--- src/rtl/kim_fifo_pkt_framer.sv ---
`default_nettype none
// ============================================================================
//  Module   : kim_fifo_pkt_framer
//  Purpose  : Groups a FIFO output stream into packets of up to MAX_LEN data
//             words and appends one trailer word {seq_num, word_count} marked
//             with m_last. A packet closes early on input idle timeout or on
//             an explicit flush. One registered output stage, fully
//             backpressurable on both sides.
//  Ports    : clk            rising-edge clock
//             rst            asynchronous reset, active low
//             s_valid/s_ready/s_data   input stream (from FIFO)
//             flush          one-cycle request to close a partial packet
//             m_valid/m_ready/m_data/m_last   output stream
//             busy           high while a packet is open or a trailer waits
//  Revision : 1.0  initial release
// ============================================================================
module kim_fifo_pkt_framer #(
    parameter int DATA_WIDTH = 32,
    parameter int MAX_LEN    = 8,
    parameter int TIMEOUT    = 16
) (
    input  logic                  clk,
    input  logic                  rst,
    input  logic                  s_valid,
    output logic                  s_ready,
    input  logic [DATA_WIDTH-1:0] s_data,
    input  logic                  flush,
    output logic                  m_valid,
    input  logic                  m_ready,
    output logic [DATA_WIDTH-1:0] m_data,
    output logic                  m_last,
    output logic                  busy
);

    // Idle counter only needs to reach TIMEOUT; keep at least one bit so the
    // timeout-disabled build still elaborates.
    localparam int             IW    = (TIMEOUT > 1) ? $clog2(TIMEOUT + 1) : 1;
    localparam logic [15:0]    C_MAX = 16'(MAX_LEN);
    localparam logic [IW-1:0]  C_TO  = IW'(TIMEOUT);

    typedef enum logic [1:0] {
        S_IDLE    = 2'd0,
        S_COLLECT = 2'd1,
        S_TRAILER = 2'd2
    } state_t;

    state_t                r_state, w_state_nxt;
    logic [15:0]           r_cnt, w_cnt_nxt;
    logic [IW-1:0]         r_idle, w_idle_nxt;
    logic [15:0]           r_seq, w_seq_nxt;
    logic                  r_m_valid, w_mv_nxt;
    logic [DATA_WIDTH-1:0] r_m_data, w_md_nxt;
    logic                  r_m_last, w_ml_nxt;

    logic                  w_out_free;
    logic                  w_accept;
    logic [15:0]           w_cnt_inc;
    logic [IW-1:0]         w_idle_inc;
    logic [DATA_WIDTH-1:0] w_trailer;

    // Output register can take a new word when empty or draining this cycle.
    assign w_out_free = !r_m_valid || m_ready;
    assign s_ready    = w_out_free && (r_state != S_TRAILER);
    assign w_accept   = s_valid && s_ready;
    assign w_cnt_inc  = r_cnt + 16'd1;
    assign w_idle_inc = r_idle + IW'(1);

    assign m_valid = r_m_valid;
    assign m_data  = r_m_data;
    assign m_last  = r_m_last;
    assign busy    = (r_state != S_IDLE);

    always_comb begin
        w_state_nxt = r_state;
        w_cnt_nxt   = r_cnt;
        w_idle_nxt  = r_idle;
        w_seq_nxt   = r_seq;
        w_mv_nxt    = r_m_valid;
        w_md_nxt    = r_m_data;
        w_ml_nxt    = r_m_last;

        w_trailer        = '0;
        w_trailer[31:0]  = {r_seq, r_cnt};

        // A drained (or empty) output stage goes invalid unless reloaded below.
        if (w_out_free) begin
            w_mv_nxt = 1'b0;
            w_ml_nxt = 1'b0;
        end

        case (r_state)
            S_IDLE: begin
                if (w_accept) begin
                    w_md_nxt    = s_data;
                    w_mv_nxt    = 1'b1;
                    w_cnt_nxt   = 16'd1;
                    w_idle_nxt  = '0;
                    w_state_nxt = (MAX_LEN == 1) ? S_TRAILER : S_COLLECT;
                end
            end
            S_COLLECT: begin
                if (w_accept) begin
                    w_md_nxt   = s_data;
                    w_mv_nxt   = 1'b1;
                    w_cnt_nxt  = w_cnt_inc;
                    w_idle_nxt = '0;
                    // A word arriving with flush still belongs to this packet.
                    if (w_cnt_inc == C_MAX || flush) begin
                        w_state_nxt = S_TRAILER;
                    end
                end else begin
                    // Counts both input-starved and output-stalled cycles.
                    w_idle_nxt = w_idle_inc;
                    if (TIMEOUT != 0 && w_idle_inc == C_TO) begin
                        w_state_nxt = S_TRAILER;
                    end else if (flush && w_out_free) begin
                        // Flush while a word is stalled in the output is dropped.
                        w_state_nxt = S_TRAILER;
                    end
                end
            end
            S_TRAILER: begin
                if (w_out_free) begin
                    w_md_nxt    = w_trailer;
                    w_mv_nxt    = 1'b1;
                    w_ml_nxt    = 1'b1;
                    w_seq_nxt   = r_seq + 16'd1;
                    w_cnt_nxt   = 16'd0;
                    w_idle_nxt  = '0;
                    w_state_nxt = S_IDLE;
                end
            end
            default: begin
                w_state_nxt = S_IDLE;
            end
        endcase
    end

    always_ff @(posedge clk or negedge rst) begin
        if (!rst) begin
            r_state   <= S_IDLE;
            r_cnt     <= 16'd0;
            r_idle    <= '0;
            r_seq     <= 16'd0;
            r_m_valid <= 1'b0;
            r_m_data  <= '0;
            r_m_last  <= 1'b0;
        end else begin
            r_state   <= w_state_nxt;
            r_cnt     <= w_cnt_nxt;
            r_idle    <= w_idle_nxt;
            r_seq     <= w_seq_nxt;
            r_m_valid <= w_mv_nxt;
            r_m_data  <= w_md_nxt;
            r_m_last  <= w_ml_nxt;
        end
    end

endmodule
`default_nettype wire
--- config.mk ---
export PLATFORM = sky130hd
export DESIGN_NAME = kim_fifo_pkt_framer
export DESIGN_NICKNAME = d
export VERILOG_FILES = /design/src/rtl/kim_fifo_pkt_framer.sv
export SDC_FILE = /design/constraint.sdc
export NUM_CORES = 1
export LEC_CHECK = 0
export CAP_MARGIN = 5
export CORE_MARGIN = 2
export CORE_UTILIZATION = 47
export CTS_CLUSTER_DIAMETER = 200
export DETAILED_ROUTE_END_ITERATION = 7
export GPL_TIMING_DRIVEN = 0
export PLACE_DENSITY = 0.73
export SETUP_SLACK_MARGIN = 0.05
export SYNTH_ARGS = -nofsm -noshare
export SYNTH_HDL_FRONTEND = slang
export SYNTH_SLANG_ARGS = --single-unit
--- constraint.sdc ---
create_clock -name clk -period 1.8 [get_ports clk]
set_input_delay 0.36 -clock clk [delete_from_list [all_inputs] [get_ports clk]]
set_output_delay 0.36 -clock clk [all_outputs]
set_load 0.1 [all_outputs]
==> impl_metrics.ini, run 1 <==
[status]
status = finished with violations
violations = negative setup slack

[yosys]
yosysTopAreaCell = dfrtp_1
ys_seq_area_frac = 0.489
synth_area_leaders = dfrtp_1, mux2i_1, a21oi_1
avgSynthCellArea_um2 = 9.57
yosysWarnings = 0
synth_area_um2 = 3730
ys_ff_latch = 73
synth_nets = 434
ys_types = 48
ys.flop_type = dfrtp_1
postSynthCellCount = 390
synth_most_common_cell = dfrtp_1
synth-edff-count = 0
synth_common_cells = dfrtp_1, nor2_1, a21oi_1
synth.top_cell.area_share = 0.489
async_flop_share = 1.00

[worst_setup_path]
reg2reg_slack_ps = -210
cp_max_fo = 4
worstRegToRegCells = 7
crit_required_ps = 2040
r2r_start = r_cnt[0]$_DFFE_PN0P_
end_kind = flop
worstReg2RegEnd = r_state[0]$_DFFE_PN0P_
critPathLaunchType = flop
path_class = flop to flop
critical_path_arrival_ps = 2250

[die]
fp.dieH_um = 93.1
initial_core_util = 0.483
fp-row-count = 32
ios = 73
die_area_um2 = 8670
core_um2 = 7730
die_w_um = 93.1

[detailed_routing]
drt_iter0_markers = 252
antenna_left = 0
drc = 0
avgViaCountPerCell = 5.85
routed_wl_um = 13200
routedWlPerCell_um = 20.1
vias = 3837
drtPass1Iterations = 5

[place]
portBuffers = 72
place_area_um2 = 4760
routabilityCongestion = 0.814
dp.final_hpwl_um = 6500

[clocking]
cts.clk_slew.worst_paths_ps = 80
cts-root-buf = clkbuf_8
cts_sinks = 73
htree_levels = 3
numCtsBuffers = 9
cts_buffer_depth = 2
cts_tree = yes
clk_latency_ps = 360

[timing]
holdWs_ps = 495
worstMarginPinSlew_ps = 583
fmax_mhz = 497
finalSetupViolations = 20
period_needed_ps = 2010
hold_viol = 0
rsz0062_at_grt = true
finalClockSkew_ps = 9.69
fin_crit_sh = 1.12
layout_setup_ws_ps = -212
relSlewSlack = 0.613
maxSlewViolCount = 0

[global_routing]
grt_pass1_vias = 3496
grt_pass1_wl_um = 17000
antenna_found_initial = 0
gr-usage-all-layers = 0.254
grt_max_degree = 38
overflow = 0

[finish]
finalInstanceArea_um2 = 6230
fin_util = 0.806
area_growth_pct = 66.9
antenna_cells = 0
num-fill-cells = 419
drive_above_1_share = 0.451
nets = 593

[flow_run]
cap_violations = 0

[min_path]
min_path_type = flop to flop
hp-start = r_seq[14]$_DFFE_PN0P_
whs_path_depth = 1
hold_path_end = r_seq[14]$_DFFE_PN0P_

[power]
ir_worst_vdd_v = 0.00173
leakagePower_nw = 2.63
powerDensity_nw_per_um2 = 2010
## state kept, by name (all words and copies together), names as in the netlist, named ones only
name     count
m_data      32
r_cnt       16
r_seq       16
r_idle       5
r_state      2
m_valid      1
## cell type report
class / count / area [um2] / share of cell area
Inverter: 4 / 17.5 / 0.00281
Tap cell: 102 / 128 / 0.0205
Multi-Input combinational cell: 297 / 2320 / 0.372
Buffer: 14 / 219 / 0.0351
Clock buffer: 10 / 128 / 0.0205
Timing Repair Buffer: 150 / 1500 / 0.241
Sequential cell: 73 / 1850 / 0.297
Clock inverter: 6 / 66.3 / 0.0106
## how the worst max path moves through the flow
stage | cells past startpoint | slack (ps) | startpoint | endpoint
2_1_floorplan | 7 | -150 | r_cnt[3]$_DFFE_PN0P_ | r_state[0]$_DFFE_PN0P_
3_3_place_gp | 1 | -2740 | rst | m_valid$_DFF_PN0_
3_5_place_dp | 6 | -960 | r_state[0]$_DFFE_PN0P_ | s_ready
4_1_cts | 7 | -200 | r_cnt[0]$_DFFE_PN0P_ | r_state[0]$_DFFE_PN0P_
5_1_grt | 7 | -250 | r_cnt[0]$_DFFE_PN0P_ | r_state[0]$_DFFE_PN0P_
6_report | 7 | -210 | r_cnt[0]$_DFFE_PN0P_ | r_state[0]$_DFFE_PN0P_
## cells by family after synthesis
kind of cell / Yosys count / share of synthesized area
muxes: 35 / 0.0948
xor gates and xnor gates: 18 / 0.0422
buffers and inverters: 21 / 0.0231
DFF: 73 / 0.489
adders and majority gates: 7 / 0.0235
and+or+nand+nor: 144 / 0.185
AOI/OAI and AO/OA: 92 / 0.142
## worst max-delay path: stages (launching register included)
cell and delay (ps):
dfrtp_2 460, nand3_4 110, or2_1 230, buf_6 130, or4_4 420, and3b_4 210
a311oi_2 230, o21ai_1 100
## timing repair
item | in CTS | in global routing
cloned | 2 | 4
endpoints found under the hold margin | 36 | 0
pin swaps | 27 | 38
hold buffers | 1 | 0
gates resized for setup | 195 | 114
buffers inserted | 39 | 35
endpoints found under the setup margin | 97 | 61
## per-layer routing
layer  share of wire  up-vias  track usage
li1                -     1714            -
met5               0        -            0
met2            0.52      194        0.444
met1            0.38     1876        0.304
met3           0.065       53       0.0588
met4           0.037        0       0.0944
## cell usage in the layout (no fill, tap or decap), types with 12 or more instances in the layout
cell type        netlist  final
a21oi_1               42     28
a21oi_2                0     13
buf_4                  0     55
buf_6                  1     24
clkdlybuf4s15_2        0     34
clkdlybuf4s50_1        0     35
dfrtp_1               73     57
dfrtp_2                0     15
mux2i_1               32     31
nand2_1               30     22
nor2_1                56     40
o21ai_1                2     14
xnor2_1               12     12
## power by group
part | total (W) | internal, W | switching [W]
registers | 0.00262 | 0.00217 | 0.000444
clock network | 0.00131 | 0.000643 | 0.000663
logic | 0.00863 | 0.00299 | 0.00564
total | 0.0126 | 0.00581 | 0.00674
## through the flow
stage / power, W / cells / setup TNS, ps / worst slack [ps]
floorplan: 0.00748 / 390 / -295 / -146
detailed placement: 0.00901 / 565 / -22890 / -963
global route: 0.0130 / 656 / -3230 / -253
finish: 0.0126 / 656 / -1300 / -212
global placement: 0.00889 / 564 / -184190 / -2740
CTS: 0.0110 / 622 / -502 / -196
Power figures use the tool's default switching activity.
==> inputs of run 2 (changes only) <==
Settings changed: CELL_PAD_IN_SITES_DETAIL_PLACEMENT set to 2, CELL_PAD_IN_SITES_GLOBAL_PLACEMENT set to 2, CORE_UTILIZATION 47 to 29, MAX_ROUTING_LAYER set to met4.
==> run 2 against run 1 <==
The flow still finishes with violations (negative setup slack). Non-clock buffer count is 7 lower. Via count is 0.78% lower. Critical path depth is 2 higher. Final cell count rose by 9.3%. Global-route usage decreased by 3.9 points. Largest power group unchanged.
==> impl_metrics.ini, run 2 (synthesis results as in run 1) <==
[status]
status = finished with violations
violations = negative setup slack

[finish]
num-fill-cells = 1242
mostFrequentLayoutCells = dfrtp_1, buf_4, clkdlybuf4s50_1, clkdlybuf4s15_2, mux2i_1
layout_commonest_cell = dfrtp_1
antenna_cells = 0
final-seq-area_um2 = 1850
area_growth_pct = 75.5
multi_input_area_um2 = 2470
largest_register_ffs = 32
drive_above_1_share = 0.475
fin_util = 0.519
nets = 585

[die]
fp-row-count = 41
die_area_um2 = 13800
initial_core_util = 0.296
ios = 73
core_um2 = 12600
fp.dieH_um = 117
die_w_um = 117

[worst_setup_path]
critPathLaunchType = flop
end_kind = flop
crit_required_ps = 2020
worst_path_most_repeated_cell = o21ai_0
cpMaxStageDelayCell = dfrtp_2
path_cells = inv_4, ha_4, nor2b_4, buf_4, o21ai_0, o211a_1, or2_2, o21ai_0, a31oi_1
cp_max_fo = 4
slowest_delay_ps = 410
path_class = flop to flop
critical_path_arrival_ps = 2390

[power]
ir_worst_vdd_v = 0.00114
power_w = 0.0137
powerDensity_nw_per_um2 = 2090
leakagePower_nw = 2.75

[place]
dp.final_hpwl_um = 8540
routabilityCongestion = 0.769
portBuffers = 72
dp_slack_ps = -1000

[global_routing]
grt_max_degree = 49
antenna_found_initial = 0
grt_pass1_vias = 3995
grt_pass1_wl_um = 22600
overflow = 0
gr-usage-all-layers = 0.215

[clocking]
htree_levels = 3
cts.clk_slew.worst_paths_ps = 70
clk_latency_ps = 360
cts-root-buf = clkbuf_16
cts_sinks = 73
numCtsBuffers = 9
cts_buffer_depth = 2
cts_tree = yes

[timing]
fin_crit_sh = 1.20
period_needed_ps = 2170
rsz0062_at_grt = true
holdWs_ps = 466
fin_tns_setup_ps = -7250
fmax_mhz = 462
layout_setup_ws_ps = -365
worstMarginPinSlew_ps = 580
relSlewSlack = 0.615
finalSetupViolations = 56
maxSlewViolCount = 0
finalClockSkew_ps = 8.11
hold_viol = 0

[detailed_routing]
routedWlPerCell_um = 25.5
routed_wl_um = 18300
drt_iter0_markers = 180
drc = 0
vias = 3807
avgViaCountPerCell = 5.31
antenna_left = 0
drtPass1Iterations = 4

[flow_run]
cap_violations = 0

[min_path]
min_path_type = primary input to async pin
## run 2: worst max-delay path: cells and delay by family (launching register included)
kind / cells / cell delay, ps
AOI/OAI and AO/OA: 4 / 670
adders and majority gates: 1 / 200
buffers and inverters: 2 / 220
DFF: 1 / 410
and+or+nand+nor: 2 / 520
## run 2: layout make-up
type | instances | area share
multi-input cells | 296 | 0.377
flip-flops and latches | 73 | 0.283
repair buffers | 142 | 0.227
clock buffers | 12 | 0.0376
plain buffers | 15 | 0.0372
well taps | 172 | 0.0328
inverters | 4 | 0.00306
clock inverters | 3 | 0.00267
## run 2: per-stage QoR
step	cells	instance area, um2
final	717	6550
after detailed placement	635	4850
after global placement	634	4830
after floorplan	390	3890
after CTS	694	5790
after global routing	717	6550
## run 2: report_power, final
group          internal, W  switching (W)  leakage (nW)
clock network     0.000961       0.000778         0.128
registers          0.00218       0.000522         0.890
logic              0.00322        0.00601          1.73
## run 2: what timing repair did
action / 4_1_cts / 5_1_grt
setup buffers: 43 / 20
pin swaps: 16 / 32
hold endpoints to repair: 25 / 0
endpoints found under the setup margin: 99 / 60
gates resized for setup: 192 / 142
cloned: 1 / 5
hold buffers: 1 / 0
## run 2: path summary, 6_finish.rpt
check,start,to,slack (ps),cells after the start
worst min register to register,r_seq[15]$_DFFE_PN0P_,r_seq[15]$_DFFE_PN0P_,490,1
worst min-delay path,rst,m_data[3]$_DFFE_PN0P_,470,2
worst max register to register,r_state[0]$_DFFE_PN0P_,r_state[1]$_DFFE_PN0P_,-370,9
min in group clk,m_ready,flop,470,4
worst max-delay path,r_state[0]$_DFFE_PN0P_,r_state[1]$_DFFE_PN0P_,-370,9
max in group asynchronous,rst,m_valid$_DFF_PN0_,730,3
## run 2: per-layer routing
layer | track usage | vias to the layer above | routed length [um]
met2 | 0.379 | 94 | 9670
li1 | - | 1690 | -
met1 | 0.248 | 1981 | 7410
met5 | - | - | 0
met4 | 0.0602 | 0 | 629
met3 | 0.0446 | 42 | 566
==> inputs of run 3 (changes only) <==
Settings changed: CTS_CLUSTER_SIZE set to 40.
==> results of run 3 <==
Final layout, timing and power as in run 2 (identical DEF).
